--- src/rtl/ex_stage.sv ---
// Execute stage: single-cycle logic/shift/arith/move results, HI/LO registers,
// and a 32-step restoring divider that stalls the pipeline while it runs.
module ex_stage #(
    parameter int unsigned       WIDTH    = 32,
    parameter logic [WIDTH-1:0]  HILO_RST = '0
) (
    input  logic             clk,
    input  logic             rst,
    input  logic [7:0]       ex_i_alu_op,
    input  logic [2:0]       ex_i_alu_sel,
    input  logic [WIDTH-1:0] ex_i_reg0,
    input  logic [WIDTH-1:0] ex_i_reg1,
    input  logic [4:0]       ex_i_waddr,
    input  logic             ex_i_wreg,
    input  logic             flush,
    output logic             ex_o_wreg,
    output logic [4:0]       ex_o_waddr,
    output logic [WIDTH-1:0] ex_o_wdata,
    output logic             stall_req
);

    localparam int unsigned CNT_W = 5;

    localparam logic [7:0] EXE_AND_OP  = 8'b0010_0100;
    localparam logic [7:0] EXE_OR_OP   = 8'b0010_0101;
    localparam logic [7:0] EXE_XOR_OP  = 8'b0010_0110;
    localparam logic [7:0] EXE_NOR_OP  = 8'b0010_0111;
    localparam logic [7:0] EXE_SLL_OP  = 8'b0111_1100;
    localparam logic [7:0] EXE_SRL_OP  = 8'b0000_0010;
    localparam logic [7:0] EXE_SRA_OP  = 8'b0000_0011;
    localparam logic [7:0] EXE_SLT_OP  = 8'b0010_1010;
    localparam logic [7:0] EXE_SLTU_OP = 8'b0010_1011;
    localparam logic [7:0] EXE_ADDU_OP = 8'b0010_0001;
    localparam logic [7:0] EXE_SUBU_OP = 8'b0010_0011;
    localparam logic [7:0] EXE_MFHI_OP = 8'b0001_0000;
    localparam logic [7:0] EXE_MFLO_OP = 8'b0001_0010;
    localparam logic [7:0] EXE_DIV_OP  = 8'b0001_1010;
    localparam logic [7:0] EXE_DIVU_OP = 8'b0001_1011;

    localparam logic [2:0] EXE_RES_LOGIC = 3'b001;
    localparam logic [2:0] EXE_RES_SHIFT = 3'b010;
    localparam logic [2:0] EXE_RES_MOVE  = 3'b011;
    localparam logic [2:0] EXE_RES_ARITH = 3'b100;

    typedef enum logic [1:0] {IDLE, BUSY, DONE} div_state_t;

    div_state_t             state;
    logic [CNT_W-1:0]       count;
    logic [WIDTH-1:0]       quo;
    logic [WIDTH-1:0]       rem;
    logic [WIDTH-1:0]       dvs;
    logic                   neg_q;
    logic                   neg_r;
    logic [WIDTH-1:0]       hi;
    logic [WIDTH-1:0]       lo;

    logic                   is_sdiv;
    logic                   is_div;
    logic [WIDTH-1:0]       abs0;
    logic [WIDTH-1:0]       abs1;
    logic [WIDTH:0]         shifted;
    logic [WIDTH:0]         diff;
    logic                   ge;
    logic [4:0]             shamt;

    assign is_sdiv = (ex_i_alu_op == EXE_DIV_OP);
    assign is_div  = is_sdiv || (ex_i_alu_op == EXE_DIVU_OP);
    assign abs0    = ex_i_reg0[WIDTH-1] ? (WIDTH'(0) - ex_i_reg0) : ex_i_reg0;
    assign abs1    = ex_i_reg1[WIDTH-1] ? (WIDTH'(0) - ex_i_reg1) : ex_i_reg1;
    assign shamt   = ex_i_reg0[4:0];

    // One restoring step: bring in the next dividend bit, subtract if it fits.
    assign shifted = {rem, quo[WIDTH-1]};
    assign diff    = shifted - {1'b0, dvs};
    assign ge      = ~diff[WIDTH];

    // Divider FSM and HI/LO; operands are sampled only in IDLE.
    always_ff @(posedge clk) begin
        if (rst) begin
            state <= IDLE;
            count <= '0;
            quo   <= '0;
            rem   <= '0;
            dvs   <= '0;
            neg_q <= 1'b0;
            neg_r <= 1'b0;
            hi    <= HILO_RST;
            lo    <= HILO_RST;
        end else if (flush) begin
            state <= IDLE;
        end else begin
            case (state)
                IDLE: begin
                    if (is_div) begin
                        count <= '0;
                        if (ex_i_reg1 == '0) begin
                            quo   <= '1;
                            rem   <= ex_i_reg0;
                            neg_q <= 1'b0;
                            neg_r <= 1'b0;
                            state <= DONE;
                        end else begin
                            quo   <= is_sdiv ? abs0 : ex_i_reg0;
                            dvs   <= is_sdiv ? abs1 : ex_i_reg1;
                            rem   <= '0;
                            neg_q <= is_sdiv & (ex_i_reg0[WIDTH-1] ^ ex_i_reg1[WIDTH-1]);
                            neg_r <= is_sdiv & ex_i_reg0[WIDTH-1];
                            state <= BUSY;
                        end
                    end
                end
                BUSY: begin
                    quo   <= {quo[WIDTH-2:0], ge};
                    rem   <= ge ? diff[WIDTH-1:0] : shifted[WIDTH-1:0];
                    count <= count + CNT_W'(1);
                    if (count == CNT_W'(WIDTH - 1)) begin
                        state <= DONE;
                    end
                end
                DONE: begin
                    lo    <= neg_q ? (WIDTH'(0) - quo) : quo;
                    hi    <= neg_r ? (WIDTH'(0) - rem) : rem;
                    state <= IDLE;
                end
                default: state <= IDLE;
            endcase
        end
    end

    // Result mux, write-enable gating and stall request.
    always_comb begin
        ex_o_wreg  = 1'b0;
        ex_o_waddr = '0;
        ex_o_wdata = '0;
        stall_req  = 1'b0;
        if (!rst) begin
            ex_o_waddr = ex_i_waddr;
            ex_o_wreg  = is_div ? 1'b0 : ex_i_wreg;
            case (ex_i_alu_sel)
                EXE_RES_LOGIC: begin
                    case (ex_i_alu_op)
                        EXE_OR_OP:  ex_o_wdata = ex_i_reg0 | ex_i_reg1;
                        EXE_AND_OP: ex_o_wdata = ex_i_reg0 & ex_i_reg1;
                        EXE_XOR_OP: ex_o_wdata = ex_i_reg0 ^ ex_i_reg1;
                        EXE_NOR_OP: ex_o_wdata = ~(ex_i_reg0 | ex_i_reg1);
                        default:    ex_o_wdata = '0;
                    endcase
                end
                EXE_RES_SHIFT: begin
                    case (ex_i_alu_op)
                        EXE_SLL_OP: ex_o_wdata = ex_i_reg1 << shamt;
                        EXE_SRL_OP: ex_o_wdata = ex_i_reg1 >> shamt;
                        EXE_SRA_OP: ex_o_wdata = WIDTH'($signed(ex_i_reg1) >>> shamt);
                        default:    ex_o_wdata = '0;
                    endcase
                end
                EXE_RES_ARITH: begin
                    case (ex_i_alu_op)
                        EXE_ADDU_OP: ex_o_wdata = ex_i_reg0 + ex_i_reg1;
                        EXE_SUBU_OP: ex_o_wdata = ex_i_reg0 - ex_i_reg1;
                        EXE_SLT_OP:  ex_o_wdata = WIDTH'($signed(ex_i_reg0) < $signed(ex_i_reg1));
                        EXE_SLTU_OP: ex_o_wdata = WIDTH'(ex_i_reg0 < ex_i_reg1);
                        default:     ex_o_wdata = '0;
                    endcase
                end
                EXE_RES_MOVE: begin
                    case (ex_i_alu_op)
                        EXE_MFHI_OP: ex_o_wdata = hi;
                        EXE_MFLO_OP: ex_o_wdata = lo;
                        default:     ex_o_wdata = '0;
                    endcase
                end
                default: ex_o_wdata = '0;
            endcase
            if (!flush) begin
                case (state)
                    IDLE:    stall_req = is_div;
                    BUSY:    stall_req = 1'b1;
                    default: stall_req = 1'b0;
                endcase
            end
        end
    end

endmodule

--- config.mk ---
export PLATFORM = sky130hd
export DESIGN_NAME = ex_stage
export DESIGN_NICKNAME = d
export VERILOG_FILES = /design/src/rtl/ex_stage.sv
export SDC_FILE = /design/constraint.sdc
export NUM_CORES = 1
export LEC_CHECK = 0
export ABC_AREA = 0
export BUFFER_PORTS_ARGS = -buffer_cell sky130_fd_sc_hd__buf_4
export CELL_PAD_IN_SITES_DETAIL_PLACEMENT = 0
export CELL_PAD_IN_SITES_GLOBAL_PLACEMENT = 1
export CORE_UTILIZATION = 47
export CTS_CLUSTER_DIAMETER = 120
export DETAILED_ROUTE_END_ITERATION = 8
export PLACE_DENSITY = 0.9
export SYNTH_ARGS = -nofsm -noshare
export SYNTH_HDL_FRONTEND = slang
export SYNTH_SLANG_ARGS = --single-unit
export TNS_END_PERCENT = 5
--- constraint.sdc ---
create_clock -name clk -period 8.1 [get_ports clk]
set_input_delay 1.62 -clock clk [delete_from_list [all_inputs] [get_ports clk]]
set_output_delay 1.62 -clock clk [all_outputs]
set_load 0.02 [all_outputs]
### Word-level counts from Yosys, hierarchy flattened

Cells that the tools add are included.

| operators by class | value |
|---|---|
| add/sub/neg operators | 8 |
| $mul | 0 |
| divide/modulo/power cells | 0 |
| magnitude comparators | 2 |
| eq/ne operators | 24 |
| shifts and indexed selects | 3 |
| muxes and demuxes | 33 |
| bitwise logic cells | 10 |
| reductions and logical operators | 10 |

Operators with widths:

| cell | number |
|---|---|
| 32-bit 2-to-1 mux | 12 |
| 32-bit case mux with 4 select lines | 3 |
| 32-bit case mux with 2 select lines | 3 |
| 1-bit by 32-bit subtractor with 32-bit output, first input constant | 4 |
| 32-bit case mux with 3 select lines | 1 |
| 8-bit by 6-bit == test with 1-bit output, second input constant | 8 |
| 32-bit < comparator | 2 |
| 33-bit by 32-bit subtractor with 33-bit output | 1 |
| 32-bit adder | 1 |
| 32-bit bitwise AND | 1 |
| 8-bit by 5-bit == test with 1-bit output, second input constant | 4 |
| 32-bit logical NOT | 1 |
| 32-bit inverter | 1 |
| 32-bit bitwise OR | 1 |
| 32-bit by 5-bit left shift with 32-bit output | 1 |
| 32-bit by 5-bit >> shifter with 32-bit output | 1 |
| 32-bit by 5-bit >>> shifter with 32-bit output | 1 |
| 32-bit subtractor | 1 |
| 32-bit bitwise XOR | 1 |
| 8-bit by 2-bit == test with 1-bit output, second input constant | 2 |
| 5-bit 2-to-1 mux | 2 |
| 5-bit case mux with 2 select lines | 1 |
| 8-bit by 7-bit == test with 1-bit output, second input constant | 1 |
| 3-bit by 2-bit == test with 1-bit output, second input constant | 2 |
| other kinds (21) | 34 |

| word-level totals | value |
|---|---|
| bits in registers | 169 |
| latch bits | 0 |
| bits in writable memories | 0 |
| memory bits (read-only) | 0 |
| input bits | 84 |
| output and inout bits | 39 |
| memories kept | 0 |

### Depth between registers and ports, before layout

Gate-level depths: netlist of run 1.

| logic depth | value |
|---|---|
| depth after elaboration | 6 |
| depth in mapped cells | 15 |
| depth with buffers taken out | 13 |

### Worst setup path after synthesis of run 1

OpenSTA, ideal clock, no wires.

| path | value |
|---|---|
| path type | input -> output |
| from | input port ex_i_reg0[2] |
| to | output port ex_o_wdata[29] |
| arrival time | 5425 ps |
| setup slack | 1055 ps |
| stages on the path | 14 |
| cells stage by stage | clkbuf_1 -> inv_2 -> buf_1 -> buf_1 -> ha_1 -> nor2_1 -> a22oi_1 -> or3_1 -> a31oi_1 -> nor3_1 -> or3_1 -> o211ai_1 -> xnor2_1 -> o311ai_0 |

| between the ends | value |
|---|---|
| word-level cells in the longest chain between the ends | 4 |
| elaborated cells on any way between the ends | 9 |
| classes of those cells | add/sub (2); shift (3); mux (4) |

RTL lines:

| what | RTL line | text |
|---|---|---|
| from (decl) | 11 | `input logic [WIDTH-1:0] ex_i_reg0,` |
| 32-bit subtractor, or another cell as far along | 160 | `EXE_SUBU_OP: ex_o_wdata = ex_i_reg0 - ex_i_reg1;` |
| 32-bit case mux with 4 select lines / 32-bit case mux with 3 select lines (equally long branches) | 158, 150 |  |
| 32-bit case mux with 4 select lines * | 139 | `case (ex_i_alu_sel)` |
| 32-bit 2-to-1 mux * | 136 | `if (!rst) begin` |
| to (decl) | 18 | `output logic [WIDTH-1:0] ex_o_wdata,` |

Every way passes the cells marked *; elsewhere a longest branch is shown, timed or not.

### Worst setup path in the final report of run 1

| path | value |
|---|---|
| from | input port ex_i_reg0[0] |
| to | output port ex_o_wdata[26] |

The elaborated chain is that of the path after synthesis.

==> out/qor.csv, run 1 <==
metric,value,unit
outcome,finished clean,
Buffers on Ports,122,
critical-path cell list,buf_4 -> inv_1 -> buf_4 -> ha_1 -> inv_1 -> fa_1 -> nor2b_1 -> o211ai_1 -> a211oi_1 -> a2111oi_1 -> buf_4 -> o21ai_0 -> a41oi_1 -> nand3_1 -> o21ai_0 -> a21o_1 -> buf_4,
Finish-stage setup viols,0,
Place WS,996,ps
main combinational cell family by area after synthesis,compound AO/OA/AOI/OAI gates,
buffer depth of the longest clock path,2,
core area,0.0435,mm^2
XOR/XNOR Fraction of Synth Area,0.0841,
post-synthesis adder-cell area fraction,0.0848,
Worst setup SP type,primary input,
DR WL/cell,26.0,um
syn nets,3112,
static leakage,0.00864,uW
GR Util All Layers,0.387,
CP endpoint kind,primary output,
Slew Limit Fails,0,
Remaining DRCs,0,
number of post-CTS setup repair buffers,0,
first-pass GRT wire length,133000,um
most frequent CP cell,buf_4,
final RePlAce weighted congestion,1.03,
Final min period,7270,ps
Worst path max stage delay,590,ps
CTS sink count,169,
"Top FF cell, synth",dfxtp_1,
FP Rows,76,
setup tns final,0,ps
Inserted Clock Buffers,17,
Min Hold Slack,461,ps
largest net degree at the start of global routing,116,
Syn Area/Cell,7.25,um^2
initial antenna violation count,2,
Yosys warning total,0,
mux cell area share after synthesis,0.107,
pwr/cell area,113,mW/mm^2
simple-gate share of the synthesized area,0.199,
"Clk pin slew, worst setup/hold paths",70,ps
"EDFF count, synth",0,
"Clk Latency, worst-skew pair",440,ps
slew of the pin with the lowest slew margin,1150,ps
WP data required,6480,ps
Final WS setup,832,ps
share of cells above drive strength 1,0.109,
Yosys reg bits,169,
Die Wd,213,um
Gate Count Post-Synth,2888,
initial core utilization,0.482,
Max transition margin,0.231,
Max H-tree Level,4,
die extent in y,213,um
Fmax,0.138,GHz
Vias,22900,
Clock Tree Root,clkbuf_16,
post-synthesis sequential area ratio,0.162,
Nets,3056,
DRT Pass-1 Iters,8,
full die area,0.0454,mm^2
hold_buf cts,0,
DRT antenna net count,0,
CP Class,in -> out,
Yosys cell types,87,
num ports,123,
FF-to-FF setup slack,3260,ps
cell area after synthesis,0.0209,mm^2
DRT iter0 DRCs,2433,
P&R area growth vs syn,8.01,%
number of gates resized after CTS,0,
GRT Residual Overflow,0,
HPWL Detailed,67700,um
skew final,9.50,ps
async set-or-reset flop fraction in the synthesized netlist,0,
final count of hold timing violations,0,
RSZ-0062 raised after global routing,no,
fin crit share,0.897,
Crit-path slowest cell,a211oi_1,
vias in the first global route,20900,
CP arrival,5650,ps
total wire length,89200,um
CTS tree,yes,
crit-path max FO,31,
DR vias/cell,6.69,
Max Cap Viol,0,
Compound-Gate Fraction of Synth Area,0.292,
Tightest Hold Check Type,reg -> reg,
maximum vdd drop,0.139,mV
registers in the layout, indices dropped and copies added, names as in the netlist:
signal  flops
lo         32
quo        32
state       2
dvs        32
count       5
hi         32
neg_q       1
rem        32
neg_r       1
metal layers:
| layer | vias up | wire length [um] | track usage |
|---|---|---|---|
| met4 | 0 | 3980 | 0.170 |
| met5 | - | 0 | 0 |
| met1 | 11100 | 36800 | 0.523 |
| met3 | 194 | 8820 | 0.0682 |
| li1 | 10400 | - | - |
| met2 | 1251 | 39600 | 0.599 |
path summary, 6_finish.rpt:
check	startpoint	end	cells after the start
worst max register to register	quo[31]	rem[12]	13
worst min register to register	lo[25]	lo[25]	2
worst min-delay path	lo[25]	lo[25]	2
worst max-delay path	ex_i_reg0[0]	ex_o_wdata[26]	17
report_power, final:
| part | switching (uW) | total, uW | leakage (uW) | internal (uW) |
|---|---|---|---|---|
| registers | 3.18 | 836 | 0.00136 | 833 |
| clock network | 380 | 819 | 0.000284 | 439 |
| logic | 579 | 905 | 0.00699 | 326 |
| total | 962 | 2560 | 0.00864 | 1600 |
synth_stat cells (7+ instances only):
master,instances,area [um^2]
o211ai_1,23,173
nand4_1,12,75.1
buf_2,16,80.1
or4_1,17,128
inv_1,144,541
xnor2_1,135,1180
a221oi_1,19,166
nand2_1,200,751
nand3_1,47,235
a21o_1,31,233
o21bai_1,18,135
and2_1,13,81.3
buf_1,27,101
o21ai_0,134,671
o31ai_1,31,233
mux2i_1,94,941
o21a_1,10,75.1
ha_1,137,1710
a22oi_1,37,278
nor2_1,345,1290
a31oi_1,42,263
xor2_1,64,561
o31a_1,8,70.1
or2_2,10,62.6
mux2_2,24,270
dfxtp_1,169,3380
o311ai_0,8,70.1
mux4_2,46,1040
a211oi_1,125,938
nor4_1,27,169
and3_1,23,144
o221ai_1,30,263
clkbuf_1,189,709
a2111oi_0,7,61.3
o22ai_1,39,244
nor3_1,78,390
or3_1,35,219
nor2b_1,29,181
o41ai_1,12,105
nand2b_1,23,144
a211o_1,8,70.1
a21oi_1,299,1500
cells in the final DEF, fill, tap and decap left out, drive strengths merged, types with 35 or more instances in the layout:
master    n
nand2   200
or3      35
ha      137
mux2i    94
buf     161
xor2     64
xnor2   136
nor2    345
a21oi   299
a211oi  125
dfxtp   169
o21ai   137
a31oi    42
nand3    47
a22oi    37
o22ai    39
inv     153
mux4     46
nor3     79
critical path: cells and delay by family:
| kind | cells | cell delay, ps |
|---|---|---|
| AND/OR/NAND/NOR | 2 | 340 |
| adder cells (fa/ha/maj) | 2 | 440 |
| buffers and inverters | 6 | 1100 |
| AO/OA/AOI/OAI | 7 | 2130 |
logic make-up after synthesis:
logic type | after synthesis
simple gates | 891
xor+xnor | 200
flops | 169
compound gates | 940
fa+ha+maj | 140
mux | 164
buf+inv | 384
layout make-up:
class / count / area, um^2
inverters: 148 / 556
multi-input cells: 2335 / 16100
diodes: 2 / 5.00
well taps: 585 / 732
fillers: 4243 / 20900
clock buffers: 18 / 439
repair buffers: 161 / 1210
clock inverters: 14 / 138
flip-flops and latches: 169 / 3380
per-stage QoR:
stage                util  area, um^2  cells  total power, uW
floorplan               -       20900   2888             1450
global placement    0.507       22000   3398             1730
detailed placement  0.507       22000   3398             1730
CTS                 0.520       22600   3430             2530
global route        0.520       22600   3432             2650
finish              0.520       22600   3432             2560
(Power assumes the default switching activity.)
==> run 2, diff against run 1 <==
--- a/config.mk
+++ b/config.mk
@@ -9,10 +9,10 @@
 export BUFFER_PORTS_ARGS = -buffer_cell sky130_fd_sc_hd__buf_4
 export CELL_PAD_IN_SITES_DETAIL_PLACEMENT = 0
 export CELL_PAD_IN_SITES_GLOBAL_PLACEMENT = 1
-export CORE_UTILIZATION = 47
+export CORE_UTILIZATION = 42
 export CTS_CLUSTER_DIAMETER = 120
 export DETAILED_ROUTE_END_ITERATION = 8
-export PLACE_DENSITY = 0.9
+export PLACE_DENSITY = 0.85
 export SYNTH_ARGS = -nofsm -noshare
 export SYNTH_HDL_FRONTEND = slang
 export SYNTH_SLANG_ARGS = --single-unit
==> constraint.sdc (replaced) <==
create_clock -name clk -period 6 [get_ports clk]
set_input_delay 1.2 -clock clk [delete_from_list [all_inputs] [get_ports clk]]
set_output_delay 1.2 -clock clk [all_outputs]
set_load 0.02 [all_outputs]
==> run 2 against run 1 <==
  * Sequential share of layout area fell by 0.28 points
  * Utilization fell by 5.1 points
  * Highest routed layer unchanged
  * Combinational power rose by 38%
  * Critical path depth fell by 5
==> out/qor.csv, run 2 (synthesized netlist as in run 1, its figures left out) <==
metric,value,unit,change
P&R area growth vs syn,10.0,%,
DRT antenna net count,0,,unchanged
largest net degree at the start of global routing,112,,-3.4%
CP arrival,4650,ps,-1000 ps
"Clk Latency, worst-skew pair",440,ps,about the same
"commonest non-fill, non-tap cells in the layout","nor2_1 (343), a21oi_1 (299), nand2_1 (200)",,
placed inst area,0.0224,mm^2,+1.8%
DRT Pass-1 Iters,6,,-2
FF-to-FF setup slack,1130,ps,-2130 ps
Max transition margin,0.181,,-0.0497
Finish-stage setup viols,0,,unchanged
post-layout util,0.469,,-0.0507
die extent in y,225,um,+5.7%
slew of the pin with the lowest slew margin,1230,ps,+74.4 ps
Clock Tree Root,clkbuf_16,,
skew final,12.0,ps,+2.47 ps
"most common cell after layout, fill and taps aside",nor2_1,,
Critical R2R Launch,quo[31],,
initial antenna violation count,2,,unchanged
Crit-path slowest cell,or4b_2,,
Final min period,5850,ps,
"Endpoint, Worst Hold",lo[25],,
"Clk pin slew, worst setup/hold paths",70,ps,about the same
CTS tree,yes,,
first-pass GRT wire length,134000,um,+1.2%
CP endpoint kind,primary output,,
static leakage,0.00881,uW,+2.0%
Slew Limit Fails,0,,unchanged
Tightest Hold Check Type,reg -> reg,,
cell area after layout,0.0230,mm^2,+1.9%
num ports,123,,unchanged
DRT iter0 DRCs,2615,,+7.5%
DR WL/cell,25.5,um,-2.0%
final RePlAce weighted congestion,1.02,,-1.2%
Die Wd,225,um,+5.7%
Vias,23000,,+0.24%
Worst setup SP type,primary input,,
outcome,finished clean,,
WHS Path Cells,2,,unchanged
Remaining DRCs,0,,unchanged
HPWL Detailed,69600,um,+2.8%
Placed Cells,3511,,+3.3%
pwr/cell area,151,mW/mm^2,+34%
initial core utilization,0.427,,-0.0549
worst r2r dst,rem[16],,
total wire length,90300,um,+1.2%
crit-path max FO,11,,-65%
full die area,0.0507,mm^2,+12%
FP Rows,81,,+6.6%
Inserted Clock Buffers,17,,unchanged
WP data required,4800,ps,-1680 ps
CTS sink count,169,,unchanged
maximum vdd drop,0.205,mV,+47%
DR vias/cell,6.49,,-2.9%
fin cells,3544,,+3.3%
R2R cell count,13,,unchanged
Nets,3090,,+1.1%
core area,0.0491,mm^2,+13%
GR Util All Layers,0.347,,-0.0398
buffer depth of the longest clock path,2,,unchanged
Buffers on Ports,122,,unchanged
Max Cap Viol,0,,unchanged
vias in the first global route,21100,,+0.87%
share of cells above drive strength 1,0.120,,+0.0112
Fmax,0.171,GHz,
final count of hold timing violations,0,,unchanged
Worst path max stage delay,630,ps,+40 ps
fillers,5001,,+18%
RSZ-0062 raised after global routing,yes,,
setup tns final,0,ps,unchanged
CP Class,in -> out,,
hold_buf cts,0,,unchanged
number of post-CTS setup repair buffers,0,,unchanged
fin crit share,0.975,,
worst min-delay path startpoint,lo[25],,
critical-path cell list,buf_4 -> inv_1 -> ha_1 -> inv_1 -> a21oi_1 -> a211oi_1 -> o31a_1 -> nor3_1 -> nor3_1 -> or4b_2 -> a31oi_1 -> buf_4,,
GRT Residual Overflow,0,,unchanged
Max H-tree Level,4,,unchanged
## run 2: changes by cell type in the layout (fill, tap and decap cells not counted), sizes merged
cell / before / now
buf: 161 / 195
clkbuf: 18 / 19
inv: 153 / 149
diode: 2 / 1
clkinvlp: 1 / 4
clkinv: 7 / 6
bufinv: 1 / 2
## run 2: worst max path at each step
stage                       start             end  slack, ps  depth (start not counted)
global placement    ex_i_reg0[13]  ex_o_wdata[31]         70                         14
floorplan            ex_i_reg0[2]  ex_o_wdata[27]       -130                         14
CTS                 ex_i_reg0[13]  ex_o_wdata[31]         90                         14
finish              ex_i_reg1[12]  ex_o_wdata[21]        150                         12
detailed placement  ex_i_reg0[13]  ex_o_wdata[31]        0.3                         14
global route         ex_i_reg0[0]  ex_o_wdata[26]        -20                         16
## run 2: cell type report
class,instances,area [um^2],share of cell area
Inverter,148,556,0.0241
Antenna cell,1,2.50,0.000109
Timing Repair Buffer,195,1520,0.0659
Sequential cell,169,3380,0.147
Tap cell,664,831,0.0361
Multi-Input combinational cell,2335,16200,0.701
Clock buffer,19,443,0.0192
Clock inverter,13,144,0.00625
## run 2: what timing repair did
item / 4_1_cts / 5_1_grt
setup endpoints to repair: 1 / 6
endpoints found under the hold margin: 0 / 0
gates resized for setup: 1 / 4
pin swaps: 0 / 1
## run 2: worst max-delay path: cells and delay by family
family                     cells  cell delay, ps
adders and majority gates      1             450
buffers and inverters          4             670
AOI/OAI and AO/OA              4             990
and+or+nand+nor                3            1350
## run 2: where the power goes
part           switching, uW  internal, uW  total (uW)  leakage [uW]
clock network            478           627        1110      0.000276
registers               4.33          1120        1130       0.00136
logic                    789           460        1250       0.00717
## run 2: layer usage
metal  part of all wire  track usage  up-vias
li1                   -            -    10500
met1               0.42        0.476    11100
met2               0.45        0.548     1175
met3              0.084       0.0394      192
met4              0.044        0.145        0
met5                  0            0        -
## run 2: through the flow
step / setup slack, ps / total power (uW) / hold WS [ps]
final: 150 / 3480 / 451
after global routing: -16.8 / 3620 / 475
after CTS: 91.3 / 3460 / 452
after detailed placement: 0.291 / 2360 / 443
after global placement: 70.6 / 2360 / 439
after floorplan: -128 / 1950 / 432
